File: src/rtl/usb_spi_arbiter.sv
// Round-robin SPI sequencer for the MAX3421E: two requesters, one register access each.
// Optional first-MISO-byte status capture is enabled by defining USB_SPI_STATUS_EN.
module usb_spi_arbiter #(
  parameter int CLK_DIV    = 2,
  parameter int RST_CYCLES = 1024
) (
  input  logic       clk_clk,
  input  logic       reset_reset_n,
  input  logic       req0,
  input  logic       we0,
  input  logic [4:0] addr0,
  input  logic [7:0] wdata0,
  output logic       done0,
  output logic [7:0] rdata0,
  input  logic       req1,
  input  logic       we1,
  input  logic [4:0] addr1,
  input  logic [7:0] wdata1,
  output logic       done1,
  output logic [7:0] rdata1,
  output logic       busy,
  output logic [7:0] status,
  output logic       spi_sclk,
  output logic       spi_mosi,
  input  logic       spi_miso,
  output logic       spi_ss_n,
  input  logic       usb_irq_n,
  output logic       irq_pending,
  output logic       usb_rst_n
);

  typedef enum logic [2:0] {
    RST_HOLD, IDLE, SHIFT, TAIL, GUARD
  } state_t;

  localparam logic [15:0] DIV_END = 16'(CLK_DIV - 1);
  localparam logic [15:0] RST_END = 16'(RST_CYCLES - 1);

  state_t      state;
  logic [15:0] cnt;
  logic [14:0] tx;
  logic [7:0]  rx;
  logic [3:0]  bitn;
  logic        hi;
  logic        cur;
  logic        last;
  logic        irq_s;
  logic        g0;
  logic        g1;

`ifdef USB_SPI_STATUS_EN
  logic [7:0]  first;
`else
  assign status = 8'h00;
`endif

  // last = 1 means port 1 was served most recently
  assign g0 = req0 && (!req1 || last);
  assign g1 = req1 && !g0;

  always_ff @(posedge clk_clk or negedge reset_reset_n) begin
    if (!reset_reset_n) begin
      state     <= RST_HOLD;
      cnt       <= '0;
      tx        <= '0;
      rx        <= '0;
      bitn      <= '0;
      hi        <= 1'b0;
      cur       <= 1'b0;
      last      <= 1'b1;
      done0     <= 1'b0;
      done1     <= 1'b0;
      rdata0    <= '0;
      rdata1    <= '0;
      busy      <= 1'b0;
      spi_sclk  <= 1'b0;
      spi_mosi  <= 1'b0;
      spi_ss_n  <= 1'b1;
      usb_rst_n <= 1'b0;
`ifdef USB_SPI_STATUS_EN
      first     <= '0;
      status    <= '0;
`endif
    end else begin
      done0 <= 1'b0;
      done1 <= 1'b0;
      unique case (state)
        RST_HOLD: begin
          if (cnt == RST_END) begin
            cnt       <= '0;
            usb_rst_n <= 1'b1;
            state     <= IDLE;
          end else begin
            cnt <= cnt + 16'd1;
          end
        end
        IDLE: begin
          if (g0 || g1) begin
            cur <= g1;
            if (g1) begin
              tx       <= {addr1[3:0], 1'b0, we1, 1'b0,
                           we1 ? wdata1 : 8'h00};
              spi_mosi <= addr1[4];
            end else begin
              tx       <= {addr0[3:0], 1'b0, we0, 1'b0,
                           we0 ? wdata0 : 8'h00};
              spi_mosi <= addr0[4];
            end
            spi_ss_n <= 1'b0;
            busy     <= 1'b1;
            cnt      <= '0;
            bitn     <= '0;
            hi       <= 1'b0;
            state    <= SHIFT;
          end
        end
        SHIFT: begin
          if (cnt != DIV_END) begin
            cnt <= cnt + 16'd1;
          end else begin
            cnt <= '0;
            if (!hi) begin
              hi       <= 1'b1;
              spi_sclk <= 1'b1;
              rx       <= {rx[6:0], spi_miso};
`ifdef USB_SPI_STATUS_EN
              first    <= {first[6:0], rx[7]};
`endif
            end else begin
              hi       <= 1'b0;
              spi_sclk <= 1'b0;
              tx       <= {tx[13:0], 1'b0};
              if (bitn == 4'd15) begin
                spi_mosi <= 1'b0;
                state    <= TAIL;
              end else begin
                bitn     <= bitn + 4'd1;
                spi_mosi <= tx[14];
              end
            end
          end
        end
        TAIL: begin
          if (cnt != DIV_END) begin
            cnt <= cnt + 16'd1;
          end else begin
            cnt      <= '0;
            spi_ss_n <= 1'b1;
            busy     <= 1'b0;
            done0    <= !cur;
            done1    <= cur;
            last     <= cur;
            if (cur) rdata1 <= rx;
            else     rdata0 <= rx;
`ifdef USB_SPI_STATUS_EN
            status   <= first;
`endif
            state    <= GUARD;
          end
        end
        GUARD: begin
          if (cnt != DIV_END) begin
            cnt <= cnt + 16'd1;
          end else begin
            cnt   <= '0;
            state <= IDLE;
          end
        end
        default: state <= RST_HOLD;
      endcase
    end
  end

  always_ff @(posedge clk_clk or negedge reset_reset_n) begin
    if (!reset_reset_n) begin
      irq_s       <= 1'b0;
      irq_pending <= 1'b0;
    end else begin
      irq_s       <= ~usb_irq_n;
      irq_pending <= irq_s;
    end
  end

endmodule

File: config.mk
export PLATFORM = sky130hd
export DESIGN_NAME = usb_spi_arbiter
export DESIGN_NICKNAME = d
export VERILOG_FILES = /design/src/rtl/usb_spi_arbiter.sv
export SDC_FILE = /design/constraint.sdc
export NUM_CORES = 1
export LEC_CHECK = 0
export ABC_AREA = 1
export BUFFER_PORTS_ARGS = -buffer_cell sky130_fd_sc_hd__buf_4
export CAP_MARGIN = 5
export CELL_PAD_IN_SITES_DETAIL_PLACEMENT = 0
export CELL_PAD_IN_SITES_GLOBAL_PLACEMENT = 2
export CORE_MARGIN = 2
export CORE_UTILIZATION = 33
export DETAILED_ROUTE_END_ITERATION = 16
export PLACE_DENSITY_LB_ADDON = 0.1
export SYNTH_ARGS = -nofsm -noshare
export SYNTH_HDL_FRONTEND = slang
export SYNTH_SLANG_ARGS = --single-unit
File: constraint.sdc
create_clock -name clk_clk -period 2.08 [get_ports clk_clk]
set_input_delay 0 -clock clk_clk [delete_from_list [all_inputs] [get_ports clk_clk]]
set_output_delay 0 -clock clk_clk [all_outputs]
set_load 0.02 [all_outputs]
==> out/qor_table.md <==
| Result | Value | Unit |
| --- | --- | --- |
| Status | finished, final reports clean | - |
| Leakage power of the design | 2.53 | nW |
| Startpoint of the tightest hold check path | wdata1[0] | - |
| Primary flip-flop cell chosen by synthesis mapping | dfrtp_1 | - |
| End point of the worst hold path | tx[0] | - |
| Top cell types by occurrence after synthesis | nand2_1 (160), dfrtp_1 (72), inv_1 (38) | - |
| Clock period minus worst slack | 1.81 | ns |
| Utilization after layout | 40.8 | % |
| Reg2reg setup slack | 0.27 | ns |
| Setup tns final | 0 | ns |
| Root buf cell | clkbuf_16 | - |
| TritonCTS clock tree | yes | - |
| Number of antenna violations at the first check in global routing | 0 | - |
| Setup Skew | 0.00436 | ns |
| Data arrival time at the worst-slack endpoint | 2.07 | ns |
| Initial Utilization | 33.6 | % |
| Fraction of power consumed by combinational cells | 4.9 | % |
| Kind of capture point of the worst setup path | flop | - |
| Per-instance average area after synthesis | 8.09 | um2 |
| Crit Path Class | flop to flop | - |
| CP peak stage delay | 0.42 | ns |
| Cell with the most instances after synthesis | nand2_1 | - |
| Launch point of the worst path | state[2] | - |
| Placer Congestion | 0.829 | - |
| Critical Path, Cell by Cell | inv_2 > nand3_2 > nor2_1 > inv_2 > nand2_2 > inv_2 > nand2_4 > nand2_1 > o21ai_2 | - |
| Detail Placement HPWL | 7600 | um |
| Overall routing resource usage | 16.2 | % |
| Period utilization | 87.0 | % |
| Die extent in x | 117 | um |
| Share of final-layout standard cells stronger than drive strength 1 | 27.7 | % |
| Synth area leaders | dfrtp_1 (43%), nand2_1 (14%), o21ai_2 (6.2%), nand3_1 (4.4%), o21ai_0 (4.4%) | - |
| Unrepaired setup endpoints after global routing | false | - |
| Final Worst Setup Slack | 0.269 | ns |
| Slowest stage cell on the critical path | dfrtp_1 | - |
| Crit start category | flop | - |
| Clock Power Share | 50.4 | % |
| Port-buffer cells | 57 | - |
| Sequential-to-total area share from yosys stat | 43.9 | % |
| Pin count of the biggest net entering global routing | 35 | - |
| Number of standard cells in the layout, taps in and fillers out | 763 | - |
| Sequential power share | 44.8 | % |
| Clock edge transition at the registers on the reported setup and hold paths | 0.06 | ns |
| Buffers inserted by post-CTS timing repair | 0 | - |
| Number of failing setup endpoints in the final timing report | 0 | - |
| RR Endpoint | tx[9] | - |
| Depth of the CTS H-tree | 3 | - |
| Clock latency at the later pin of the worst-skew pair | 0.34 | ns |
| First-pass GRT wire length | 16900 | um |
| Final Hold Vio Count | 0 | - |
| Area growth from synthesis to final layout | 21.5 | % |
| DRT antenna net count | 0 | - |
| Final standard cell area without fillers | 5130 | um2 |
| Crit path max-delay family | simple AND/OR/NAND/NOR gates | - |
| Cts bufs inserted | 9 | - |
| Syn Std Cell Area | 4220 | um2 |
| Maximum count of clock buffers along a single path | 2 | - |
| Worst Reg-to-Reg Cells | 9 | - |
| Number of design-rule violations left by the first detailed-router iteration | 218 | - |
| Gate count after technology mapping | 522 | - |
| First drt pass iteration count | 4 | - |
| Detailed-route DRC error count | 0 | - |
| Number of distinct library cells after synthesis | 35 | - |
| Die height | 117 | um |
| CP Data Required Time | 2.34 | ns |
| Kind of path behind the tightest hold check | input pin to flop | - |
| Number of nets in the final layout | 623 | - |
| Clock Sinks | 74 | - |
| Standard-cell rows | 41 | - |
| Cells on Worst Hold Path | 5 | - |
| Total congestion overflow | 0 | - |
| Peak supply drop | 0.522 | mV |
| Placement-stage cell area | 4780 | um2 |
| Place WS | 0.128 | ns |
| Number of enable-type register cells in the synthesized netlist | 0 | - |
| Max frequency | 552 | MHz |
| Standard cell core area | 12600 | um2 |
| Avg Vias per Cell | 4.52 | - |
| Startpoint of the worst-slack reg-to-reg timing path | state[2] | - |
| Tightest slew margin relative to the limit | 60.6 | % |
| Worst-Margin Slew | 0.585 | ns |
| Area fraction of the dominant cell type after synthesis | 42.7 | % |
| Power density over cell area | 628 | nW/um2 |
| Switching power total | 0.738 | mW |
| Total inserted antenna cells | 0 | - |
| Cells after DPL | 743 | - |
| Most used cell along the critical path | inv_2 | - |
| Number of global-route vias before repair | 3240 | - |
| Buffer and inverter count on the worst path | 3 | - |
| Internal power component | 2.48 | mW |
| Number of max-capacitance violations reported | 0 | - |
| Count of boundary I/O pins | 66 | - |
| Per-cell routed wire length | 13.4 | um |
| Number of storage elements in the synthesis netlist | 74 | - |
| Die Area | 13700 | um2 |
| Fin. max-slew vios | 0 | - |
| Synth async-reset ratio | 100 | % |
| Switching part of the total power | 22.9 | % |
| Critical path peak fanout | 30 | - |
| Count of vias placed by the detailed router | 3451 | - |
| Synth area leader | dfrtp_1 | - |
| Overall routed net length | 10300 | um |
| Count of yosys warnings during synthesis | 0 | - |
## power by group through the flow
| stage | clock [mW] | sequential [mW] | combinational [mW] |
|---|---|---|---|
| 6_report | 1.62 | 1.44 | 0.157 |
| 5_1_grt | 1.73 | 1.44 | 0.177 |
| 4_1_cts | 1.68 | 1.44 | 0.162 |
| 3_5_place_dp | 0 | 1.47 | 0.156 |
| 3_3_place_gp | 0 | 1.47 | 0.156 |
| 2_1_floorplan | 0 | 1.47 | 0.0648 |
## area by class of cell
| class | count | area (um2) |
|---|---|---|
| Multi-Input combinational cell | 382 | 2010 |
| Fill cell | 1303 | 7440 |
| Tap cell | 172 | 215 |
| Inverter | 47 | 176 |
| Sequential cell | 74 | 1850 |
| Clock inverter | 6 | 72.6 |
| Timing Repair Buffer | 72 | 563 |
| Clock buffer | 10 | 239 |
## through the flow
stage	power, mW	hold slack, ns
after CTS	3.29	0.0183
final	3.22	0.0156
after floorplan	1.53	-0.296
after detailed placement	1.62	0.00319
after global placement	1.62	0.000613
after global routing	3.35	0.0738
## state kept, by name, summed over array words and instances (netlist names), 3 cells and up
name,count
rx,8
cnt,16
bitn,4
tx,15
rdata0,8
rdata1,8
state,3
## worst register-to-register path, stage by stage (launching register included)
cell and delay, ns:
dfrtp_1 0.42, inv_2 0.12, nand3_2 0.19, nor2_1 0.21
inv_2 0.09, nand2_2 0.09, inv_2 0.07, nand2_4 0.33
nand2_1 0.14, o21ai_2 0.08
## timing repair
action / in CTS / in global routing
hold buffers: 4 / 0
hold endpoints to repair: 35 / 0
setup endpoints to repair: 0 / 3
resized for setup: 0 / 2
## layer usage
metal,global-route usage [%],routed length (um),up-vias
met5,0,0,-
met4,5.33,166,0
met3,4.17,411,13
met2,25.4,4810,56
met1,21.9,4870,1593
li1,-,-,1789
## layout by cell type (no fill, tap or decap), drive strengths merged
master,instances
o21a,1
o211ai,5
dfrtp,72
mux2i,1
conb,8
bufinv,1
nand3,42
dlygate4sd3,4
o21bai,4
or2,3
a21boi,7
inv,49
o21ai,68
xor2,5
dfstp,2
clkinvlp,1
a21oi,6
nand4,6
ha,3
o22ai,1
nand2,176
clkinv,2
nor2,46
clkbuf,10
buf,68
## cells by family (layout without fill, tap and decap cells)
group / Yosys count / count (layout) / share of synthesized area [%]
buf+inv: 73 / 135 / 9.19
other cells: 1 / 8 / 0.0888
flops: 74 / 74 / 43.9
fa+ha+maj: 3 / 3 / 0.889
xor+xnor: 5 / 5 / 1.04
mux: 1 / 1 / 0.237
simple gates: 273 / 273 / 29.7
compound gates: 92 / 92 / 15.0
## how the worst max path moves through the flow
stage / end / cells after the start
2_1_floorplan: rdata1[6] / 10
3_3_place_gp: cnt[10] / 8
3_5_place_dp: cnt[10] / 8
4_1_cts: cnt[10] / 8
5_1_grt: cnt[10] / 8
6_report: tx[9] / 9
No activity file was read; power rests on OpenSTA's default activity.
